===== config.mk =====
export PLATFORM = sky130hd
export DESIGN_NAME = branch_redirect
export DESIGN_NICKNAME = d
export VERILOG_FILES = /design/src/rtl/branch_redirect_pkg.sv /design/src/rtl/branch_redirect_pick.sv /design/src/rtl/branch_redirect.sv
export SDC_FILE = /design/constraint.sdc
export NUM_CORES = 1
export LEC_CHECK = 0
export ABC_AREA = 1
export CORE_MARGIN = 8
export CORE_UTILIZATION = 48
export DETAILED_ROUTE_END_ITERATION = 8
export GPL_TIMING_DRIVEN = 0
export HOLD_SLACK_MARGIN = 0.08
export PLACE_DENSITY_LB_ADDON = 0.15
export SYNTH_ARGS = -nofsm -noshare
export SYNTH_HDL_FRONTEND = slang
export SYNTH_HIERARCHICAL = 1
export SYNTH_SLANG_ARGS = --single-unit

===== constraint.sdc =====
create_clock -name clk -period 8.4 [get_ports clk]
set_input_delay 1.26 -clock clk [delete_from_list [all_inputs] [get_ports clk]]
set_output_delay 1.26 -clock clk [all_outputs]
set_load 0.01 [all_outputs]

===== src/rtl/branch_redirect_pkg.sv =====
// Shared types and helpers for the branch redirect block and its pickers.
package branch_redirect_pkg;

   // Redirect holding state: IDLE has nothing pending, PEND presents a redirect to fetch.
   typedef enum logic [0:0] {
      StIdle = 1'b0,
      StPend = 1'b1
   } state_e;

   // Distance of a commit-ring index from the ring head; smaller is older.
   // Arguments are zero-extended ring indices; lncommit selects the ring size.
   function automatic logic [31:0] age_of(input logic [31:0] addr,
                                          input logic [31:0] start,
                                          input int unsigned lncommit);
      logic [31:0] mask;
      mask = (32'd1 << lncommit) - 32'd1;
      return (addr - start) & mask;
   endfunction

endpackage


===== src/rtl/branch_redirect_pick.sv =====
// Combinational oldest-select across NBRANCH requesters, ordered by commit-ring age.
module branch_redirect_pick
   import branch_redirect_pkg::*;
#(
   parameter int unsigned NBRANCH  = 2,
   parameter int unsigned RV       = 64,
   parameter int unsigned NCOMMIT  = 32,
   parameter int unsigned LNCOMMIT = 5,
   parameter int unsigned BDEC     = 4,
   parameter int unsigned IDXW     = (NBRANCH > 1) ? $clog2(NBRANCH) : 1
) (
   input  logic [NBRANCH-1:0]            br_enable,
   input  logic [NBRANCH*(RV-1)-1:0]     br_pc,
   input  logic [NBRANCH*LNCOMMIT-1:0]   br_addr,
   input  logic [NBRANCH-1:0]            br_short,
   input  logic [NBRANCH*(BDEC-1)-1:0]   br_dec,
   input  logic [LNCOMMIT-1:0]           commit_start,
   input  logic [NCOMMIT-1:0]            commit_kill,
   output logic                          cand_v,
   output logic [IDXW-1:0]               cand_idx,
   output logic [LNCOMMIT-1:0]           cand_age,
   output logic [RV-2:0]                 cand_pc,
   output logic                          cand_short,
   output logic [BDEC-2:0]               cand_dec
);

   logic [LNCOMMIT-1:0] addr_i;
   logic [LNCOMMIT-1:0] age_i;

   // Linear scan; strict '<' keeps the lowest index on an (illegal) age tie.
   always_comb begin
      cand_v     = 1'b0;
      cand_idx   = '0;
      cand_age   = '0;
      cand_pc    = '0;
      cand_short = 1'b0;
      cand_dec   = '0;
      addr_i     = '0;
      age_i      = '0;
      for (int i = 0; i < NBRANCH; i++) begin
         addr_i = br_addr[i*LNCOMMIT +: LNCOMMIT];
         age_i  = LNCOMMIT'(age_of(32'(addr_i), 32'(commit_start), LNCOMMIT));
         if (br_enable[i] && !commit_kill[addr_i] && (!cand_v || (age_i < cand_age))) begin
            cand_v     = 1'b1;
            cand_idx   = IDXW'(i);
            cand_age   = age_i;
            cand_pc    = br_pc[i*(RV-1) +: (RV-1)];
            cand_short = br_short[i];
            cand_dec   = br_dec[i*(BDEC-1) +: (BDEC-1)];
         end
      end
   end

endmodule


===== src/rtl/branch_redirect.sv =====
// Collects branch-unit mispredicts, keeps the oldest one pending and hands it to fetch.
module branch_redirect
   import branch_redirect_pkg::*;
#(
   parameter int unsigned NBRANCH  = 2,
   parameter int unsigned RV       = 64,
   parameter int unsigned NCOMMIT  = 32,
   parameter int unsigned LNCOMMIT = 5,
   parameter int unsigned BDEC     = 4
) (
   input  logic                          clk,
   input  logic                          reset,
   input  logic [NBRANCH-1:0]            br_enable,
   input  logic [NBRANCH*(RV-1)-1:0]     br_pc,
   input  logic [NBRANCH*LNCOMMIT-1:0]   br_addr,
   input  logic [NBRANCH-1:0]            br_short,
   input  logic [NBRANCH*(BDEC-1)-1:0]   br_dec,
   input  logic [LNCOMMIT-1:0]           commit_start,
   input  logic [NCOMMIT-1:0]            commit_kill,
   input  logic                          redirect_ready,
   output logic                          redirect_valid,
   output logic [RV-2:0]                 redirect_pc,
   output logic [LNCOMMIT-1:0]           redirect_addr,
   output logic                          redirect_short,
   output logic [BDEC-2:0]               redirect_dec
);

   localparam int unsigned IDXW = (NBRANCH > 1) ? $clog2(NBRANCH) : 1;

   state_e              state_q, state_d;
   logic [RV-2:0]       pc_q;
   logic [LNCOMMIT-1:0] addr_q;
   logic                short_q;
   logic [BDEC-2:0]     dec_q;
   logic                load;

   logic                cand_v;
   logic [IDXW-1:0]     cand_idx;
   logic [LNCOMMIT-1:0] cand_age;
   logic [RV-2:0]       cand_pc;
   logic                cand_short;
   logic [BDEC-2:0]     cand_dec;
   logic [LNCOMMIT-1:0] cand_addr;
   logic [LNCOMMIT-1:0] held_age;
   logic                held_kill;
   logic                cand_older;

   branch_redirect_pick #(
      .NBRANCH  (NBRANCH),
      .RV       (RV),
      .NCOMMIT  (NCOMMIT),
      .LNCOMMIT (LNCOMMIT),
      .BDEC     (BDEC),
      .IDXW     (IDXW)
   ) u_pick (
      .br_enable    (br_enable),
      .br_pc        (br_pc),
      .br_addr      (br_addr),
      .br_short     (br_short),
      .br_dec       (br_dec),
      .commit_start (commit_start),
      .commit_kill  (commit_kill),
      .cand_v       (cand_v),
      .cand_idx     (cand_idx),
      .cand_age     (cand_age),
      .cand_pc      (cand_pc),
      .cand_short   (cand_short),
      .cand_dec     (cand_dec)
   );

   // Compare the candidate against the held entry using this cycle's ring head.
   always_comb begin
      cand_addr  = br_addr[32'(cand_idx)*LNCOMMIT +: LNCOMMIT];
      held_age   = LNCOMMIT'(age_of(32'(addr_q), 32'(commit_start), LNCOMMIT));
      held_kill  = commit_kill[addr_q];
      // Equal age means the same entry, which is never a replacement.
      cand_older = cand_v && (cand_age < held_age);
   end

   // State and held-redirect registers; reset clears everything.
   always_ff @(posedge clk) begin
      if (!reset) begin
         state_q <= StIdle;
         pc_q    <= '0;
         addr_q  <= '0;
         short_q <= 1'b0;
         dec_q   <= '0;
      end else begin
         state_q <= state_d;
         if (load) begin
            pc_q    <= cand_pc;
            addr_q  <= cand_addr;
            short_q <= cand_short;
            dec_q   <= cand_dec;
         end
      end
   end

   // Next state: kill beats handshake beats replacement.
   always_comb begin
      state_d = state_q;
      load    = 1'b0;
      unique case (state_q)
         StIdle: begin
            if (cand_v) begin
               load    = 1'b1;
               state_d = StPend;
            end
         end
         StPend: begin
            if (held_kill) begin
               // Dropping without a handshake is allowed; fetch tolerates it.
               if (cand_v) load = 1'b1;
               else        state_d = StIdle;
            end else if (redirect_ready) begin
               // A younger candidate sits on the path being flushed; discard it.
               if (cand_older) load = 1'b1;
               else            state_d = StIdle;
            end else if (cand_older) begin
               load = 1'b1;
            end
         end
      endcase
   end

   // Outputs come straight from registers.
   always_comb begin
      redirect_valid = (state_q == StPend);
      redirect_pc    = pc_q;
      redirect_addr  = addr_q;
      redirect_short = short_q;
      redirect_dec   = dec_q;
   end

endmodule


* After elaboration in Yosys (flattened, before gate mapping)
Cells that the tools add are included.
** Operators by class
- Multipliers :: 1
- Reductions and logical operators :: 8
- Equality and inequality tests :: 0
- Shift operators :: 1
- Add/subtract/negate cells :: 3
- Div/mod/pow operators :: 0
- Mux-type cells :: 24
- Magnitude comparators :: 5
- Bitwise operators :: 1
** Operator list (count)
- $mux W63 :: 2
- $lt A5 B6 Y1 const B :: 3
- $bmux W1 S5 :: 3
- $sub A5 B5 Y5 :: 3
- $mux W1 :: 13
- $lt A5 B5 Y1 :: 2
- $mux W5 :: 2
- $shiftx A10 B5 Y5 :: 1
- $mux W3 :: 2
- $logic_and A1 B1 Y1 :: 4
- $mul A1 B3 Y4 const B :: 1
- $pmux W1 S2 :: 2
- $logic_not A1 Y1 :: 3
- $logic_or A1 B1 Y1 :: 1
- $not A1 Y1 :: 1
** Word-level totals
- Output and inout port bits :: 73
- Bits in latches :: 0
- Memory bits (writable) :: 0
- Memories kept :: 0
- Bits of input ports :: 186
- Bits in read-only memories :: 0
- Word-level logic and storage cells :: 48
- Bits in registers :: 73

* Logic depth before layout (Yosys ltp)
- Depth after elaboration :: 15
- Mapped depth :: 34
- Depth with buffers taken out :: 31

* By module
The synthesis kept the hierarchy.
** By module, submodules not included
- branch_redirect :: area an instance 3614.7 um2, instances 1, sequential area each 1461.4 um2, cells each 571
- branch_redirect_pick :: area an instance 2760.1 um2, instances 1, sequential area each 0.0 um2, cells each 605

* Worst setup path after synthesis
OpenSTA, ideal clock, no wires.
- Kind :: input -> register
- Start point :: input port br_addr[0]
- End point :: register pc_q[30] (netlist: redirect_pc[30])
- Cell stages on the path :: 34
- Arrival :: 4.925 ns
- Data required time :: 8.287 ns
- Buffers on the path :: 4
- Slack :: 3.362 ns
- Setup time :: 0.113 ns
- Cell sequence :: buf_2 > inv_2 > ha_1 > inv_1 > fa_1 > nand2_1 > inv_1 > nor2_1 > nor2_1 > nor2_1 > xnor2_1 > nor2_1 > inv_1 > ha_1 > nand2_1 > nor2_1 > a211oi_1 > nand2_1 > nand2_4 > nand2_4 > buf_6 > nand2_1 > nand2_1 > ha_1 > a21oi_1 > o21ai_0 > nor2_1 > nor2_1 > nand2_1 > nand2_4 > buf_8 > buf_6 > nor2_1 > nor2_1
** On the way
- Cells in the longest elaborated chain, start to end :: 14
- Elaborated cells on any way between the ends :: 21
- Classes of those cells :: add/sub: 1; order compare: 2; mux: 12; reduce/logical: 6
** RTL lines
- start: declaration :: RTL line branch_redirect.sv:15 : input logic [NBRANCH*LNCOMMIT-1:0] br_addr,
- $bmux W1 S5 :: RTL line branch_redirect_pick.sv:43 : if (br_enable[i] && !commit_kill[addr_i] && (!cand_v || (age_i < cand_age))) begin
- $mux W1 (implied by the code) :: RTL line branch_redirect_pick.sv:43
- $logic_not A1 Y1 :: RTL line branch_redirect_pick.sv:43
- $logic_and A1 B1 Y1 :: RTL line branch_redirect_pick.sv:43
- $mux W5 or $mux W1 (tied branches) :: RTL line branch_redirect_pick.sv:43
- $lt A5 B5 Y1 or $logic_not A1 Y1 (tied branches) :: RTL line branch_redirect_pick.sv:43
- $logic_or A1 B1 Y1 :: RTL line branch_redirect_pick.sv:43
- $logic_and A1 B1 Y1 :: RTL line branch_redirect_pick.sv:43
- $mux W5 * :: RTL line branch_redirect_pick.sv:43
- named net cand_age[2] :: RTL line branch_redirect.sv:39 : logic [LNCOMMIT-1:0] cand_age;
- $lt A5 B5 Y1 * :: RTL line branch_redirect.sv:77 : cand_older = cand_v && (cand_age < held_age);
- $logic_and A1 B1 Y1 * :: RTL line branch_redirect.sv:77
- $mux W1 * :: RTL line branch_redirect.sv:117, branch_redirect.sv:119
- $mux W1 * :: RTL line branch_redirect.sv:111 : if (held_kill) begin
- $pmux W1 S2 * :: RTL line branch_redirect.sv:103 : unique case (state_q)
- end signal: assignment :: RTL line branch_redirect.sv:91 : pc_q <= cand_pc;
- end: declaration :: RTL line branch_redirect.sv:31 : logic [RV-2:0] pc_q;
The timed path passes the listed nets; every way through them passes the cells marked *. The select of a mux whose other input is x is not followed.
A chain may end at the register's enable or synchronous reset.

* Worst setup path after layout
- Start point :: input port br_addr[1]
- End point :: register pc_q[61] (netlist: redirect_pc[61])
The elaborated chain is that of the path after synthesis.

==> metrics.md <==
| Metric | Value |
|---|---|
| EDFF count, synth | `0` |
| Dpl hpwl | `18,500 microns` |
| PwrDens | `159 nW/um^2` |
| GP Congestion | `0.896` |
| Leading cell type in the layout, fill and taps excluded | `nand2_1` |
| Post-CTS Resized | `0` |
| Max-slew violations | `0` |
| Crit end category | `flop` |
| Sequential area share after synthesis | `0.229` |
| Slowest stage delay, CP | `0.57 ns` |
| CTS tree | `yes` |
| Synth warn | `6` |
| Layout cells sized above 1 | `0.0545` |
| Cells after DPL | `1,609` |
| Worst path bufs/invs | `8` |
| Setup CP Type | `in -> reg` |
| Complex-gate fraction of the synthesized area | `0.0365` |
| Met1 Track Usage GR | `0.307` |
| Mapped Cells | `1,176` |
| Mapped cell area | `6370 sq um` |
| Place WS | `2.00 ns` |
| Number of global-route vias before repair | `7,428` |
| First-pass DRT Iterations | `5` |
| Fin worst setup slack | `2.23 ns` |
| Final Non-Filler Cells | `1,625` |
| Area of the multi-input gates | `3770 sq um` |
| Die Ht | `131 microns` |
| Detailed-route DRC error count | `0` |
| Hold buffers post-CTS | `0` |
| Clock Skews | `0.00958 ns` |
| Yosys cell types | `28` |
| R2R setup slack | `5.23 ns` |
| Setup TNS | `0 ns` |
| Layout net count | `1,653` |
| Worst relative slew slack | `0.631` |
| Grt met3 use | `0.0808` |
| All-Layer GR Usage | `0.259` |
| Synthesized flop and latch total | `73` |
| Met2 Usage GRT | `0.436` |
| Starting Density | `0.487` |
| Worst skew pair latency | `0.34 ns` |
| WP data arrival | `6.39 ns` |
| Die Wd | `131 microns` |
| Most frequent cells in the layout | `nand2_1, clkdlybuf4s50_1, nor2_1, inv_1, nand3_1` |
| Slew @ Worst Pin | `0.548 ns` |
| CP Data Required Time | `8.62 ns` |
| Mux cell area share after synthesis | `0.00883` |
| Grt ovf | `0` |
| Period utilization | `0.735` |
| Top Usage Layer GRT | `met2` |
| Leakage power | `4.97 nW` |
| ANT nets after route | `0` |
| Seq. cell area | `1460 sq um` |
| RSZ-0062 raised after global routing | `false` |
| Port Buffer Count | `257` |
| Hold crit path type | `reg -> reg` |
| Simple-gate portion of the synthesized area | `0.483` |
| Root buffer cell | `clkbuf_16` |
| Final Hold Fails | `0` |
| Status | `finished, final reports clean` |
| Post-Synth Adder-Cell Area | `0.0487` |
| Final wirelength | `22,900 microns` |
| Initial antenna violation count | `0` |
| Diode count | `0` |
| Final setup vio count | `0` |
| Die area | `17,200 sq um` |
| Worst path slowest cell | `clkdlybuf4s50_1` |
| First-pass GRT wire length | `37,000 microns` |
| Critical path fanouts, max | `10` |
| Mean Syn Cell Area | `5.42 sq um` |
| CP Launch Type | `input port` |
| Main combinational cell family by area after synthesis | `simple AND/OR/NAND/NOR gates` |
| Largest net degree at the start of global routing | `13` |
| Number of setup buffers added after CTS | `0` |
| Core Footprint | `13,100 sq um` |
| DR iter-0 viols | `645` |
| Post-route minimum period | `6.17 ns` |
| Peak supply drop | `0.104 mV` |
| Fmax | `0.162 GHz` |
| Area Growth Syn to Fin | `48.0%` |
| Rows | `42` |
| Xor and xnor area share after synthesis | `0.0151` |
| Mean number of vias per cell | `4.78` |
| Clock Tree Buf Depth | `2` |
| CTS buffer count | `9` |
| Synth Flop Type | `dfxtp_1` |
| DR vias | `7,764` |
| H-tree depth | `3` |
| Io pins | `259` |
| Top Family by Delay on Critical Path | `simple AND/OR/NAND/NOR gates` |
| Wire length per cell | `14.1 microns` |
| Max-cap violation count | `0` |
| Asr flop ratio synth | `0` |
| Clock transition at path regs | `0.05 ns` |
| Syn Nets | `1,385` |
| Clock Sinks | `73` |
| Fillers | `1,209` |
-- sequential cells by signal, summed over array words and instances (netlist names) --
| register | count |
|---|---|
| redirect_dec | 3 |
| redirect_valid | 1 |
| redirect_addr | 5 |
| redirect_short | 1 |
| redirect_pc | 63 |
-- cell type report --
cell class | count | share of cell area
multi-input cells | 847 | 0.400
plain buffers | 63 | 0.0439
flip-flops and latches | 73 | 0.155
clock buffers | 11 | 0.0247
inverters | 193 | 0.0771
well taps | 176 | 0.0233
clock inverters | 5 | 0.00345
repair buffers | 257 | 0.273
-- final timing paths --
kind	start	endpoint	cells after the start
worst min-delay path	redirect_pc[40]	redirect_pc[40]	4
worst max-delay path	br_addr[1]	redirect_pc[61]	33
worst min register to register	redirect_pc[40]	redirect_pc[40]	4
worst max register to register	redirect_addr[0]	redirect_pc[61]	20
-- kinds of logic after synthesis --
logic type	after synthesis
simple gates	764
mux	5
compound gates	44
flops	73
xor+xnor	11
fa+ha+maj	23
buf+inv	256
-- layer usage --
metal	part of all wire	wire (microns)
met2	0.46	10500
met4	0.025	577
met1	0.42	9700
met3	0.094	2140
met5	0	0
-- report_power, final --
group / switching [mW] / total [mW] / internal [mW] / leakage, nW
clock network: 0.148 / 0.347 / 0.199 / 0.133
logic: 0.385 / 0.720 / 0.336 / 4.24
registers: 0.0284 / 0.428 / 0.400 / 0.604
total: 0.561 / 1.50 / 0.935 / 4.97
-- tightest hold or removal path: stages, from the launching register on --
cell	delay [ns]
dfxtp_1	0.30
inv_1	0.04
nand2_1	0.04
nand2_1	0.05
nor2_1	0.03
-- cell usage after synthesis (5+ instances only) --
library cell / instances / share of area
mux2_2: 5 / 0.0088
clkbuf_1: 14 / 0.0082
a21oi_1: 23 / 0.018
o21ai_0: 15 / 0.012
nor2_1: 238 / 0.14
buf_6: 13 / 0.023
xor2_1: 5 / 0.0069
dfxtp_1: 73 / 0.23
inv_1: 187 / 0.11
nand2_1: 381 / 0.22
xnor2_1: 6 / 0.0082
inv_2: 5 / 0.0029
ha_1: 20 / 0.039
nand3_1: 137 / 0.11
buf_2: 31 / 0.024
-- through the flow --
step	power, mW	cell area [sq um]	hold WS, ns	util
3_5_place_dp	1.15	9170	0.497	0.701
4_1_cts	1.50	9430	0.509	0.721
2_1_floorplan	0.842	6370	0.533	-
5_1_grt	1.61	9430	0.535	0.721
6_report	1.50	9430	0.509	0.721
3_3_place_gp	1.14	9170	0.495	0.701
Note: power is estimated with default switching activity, not from simulation.
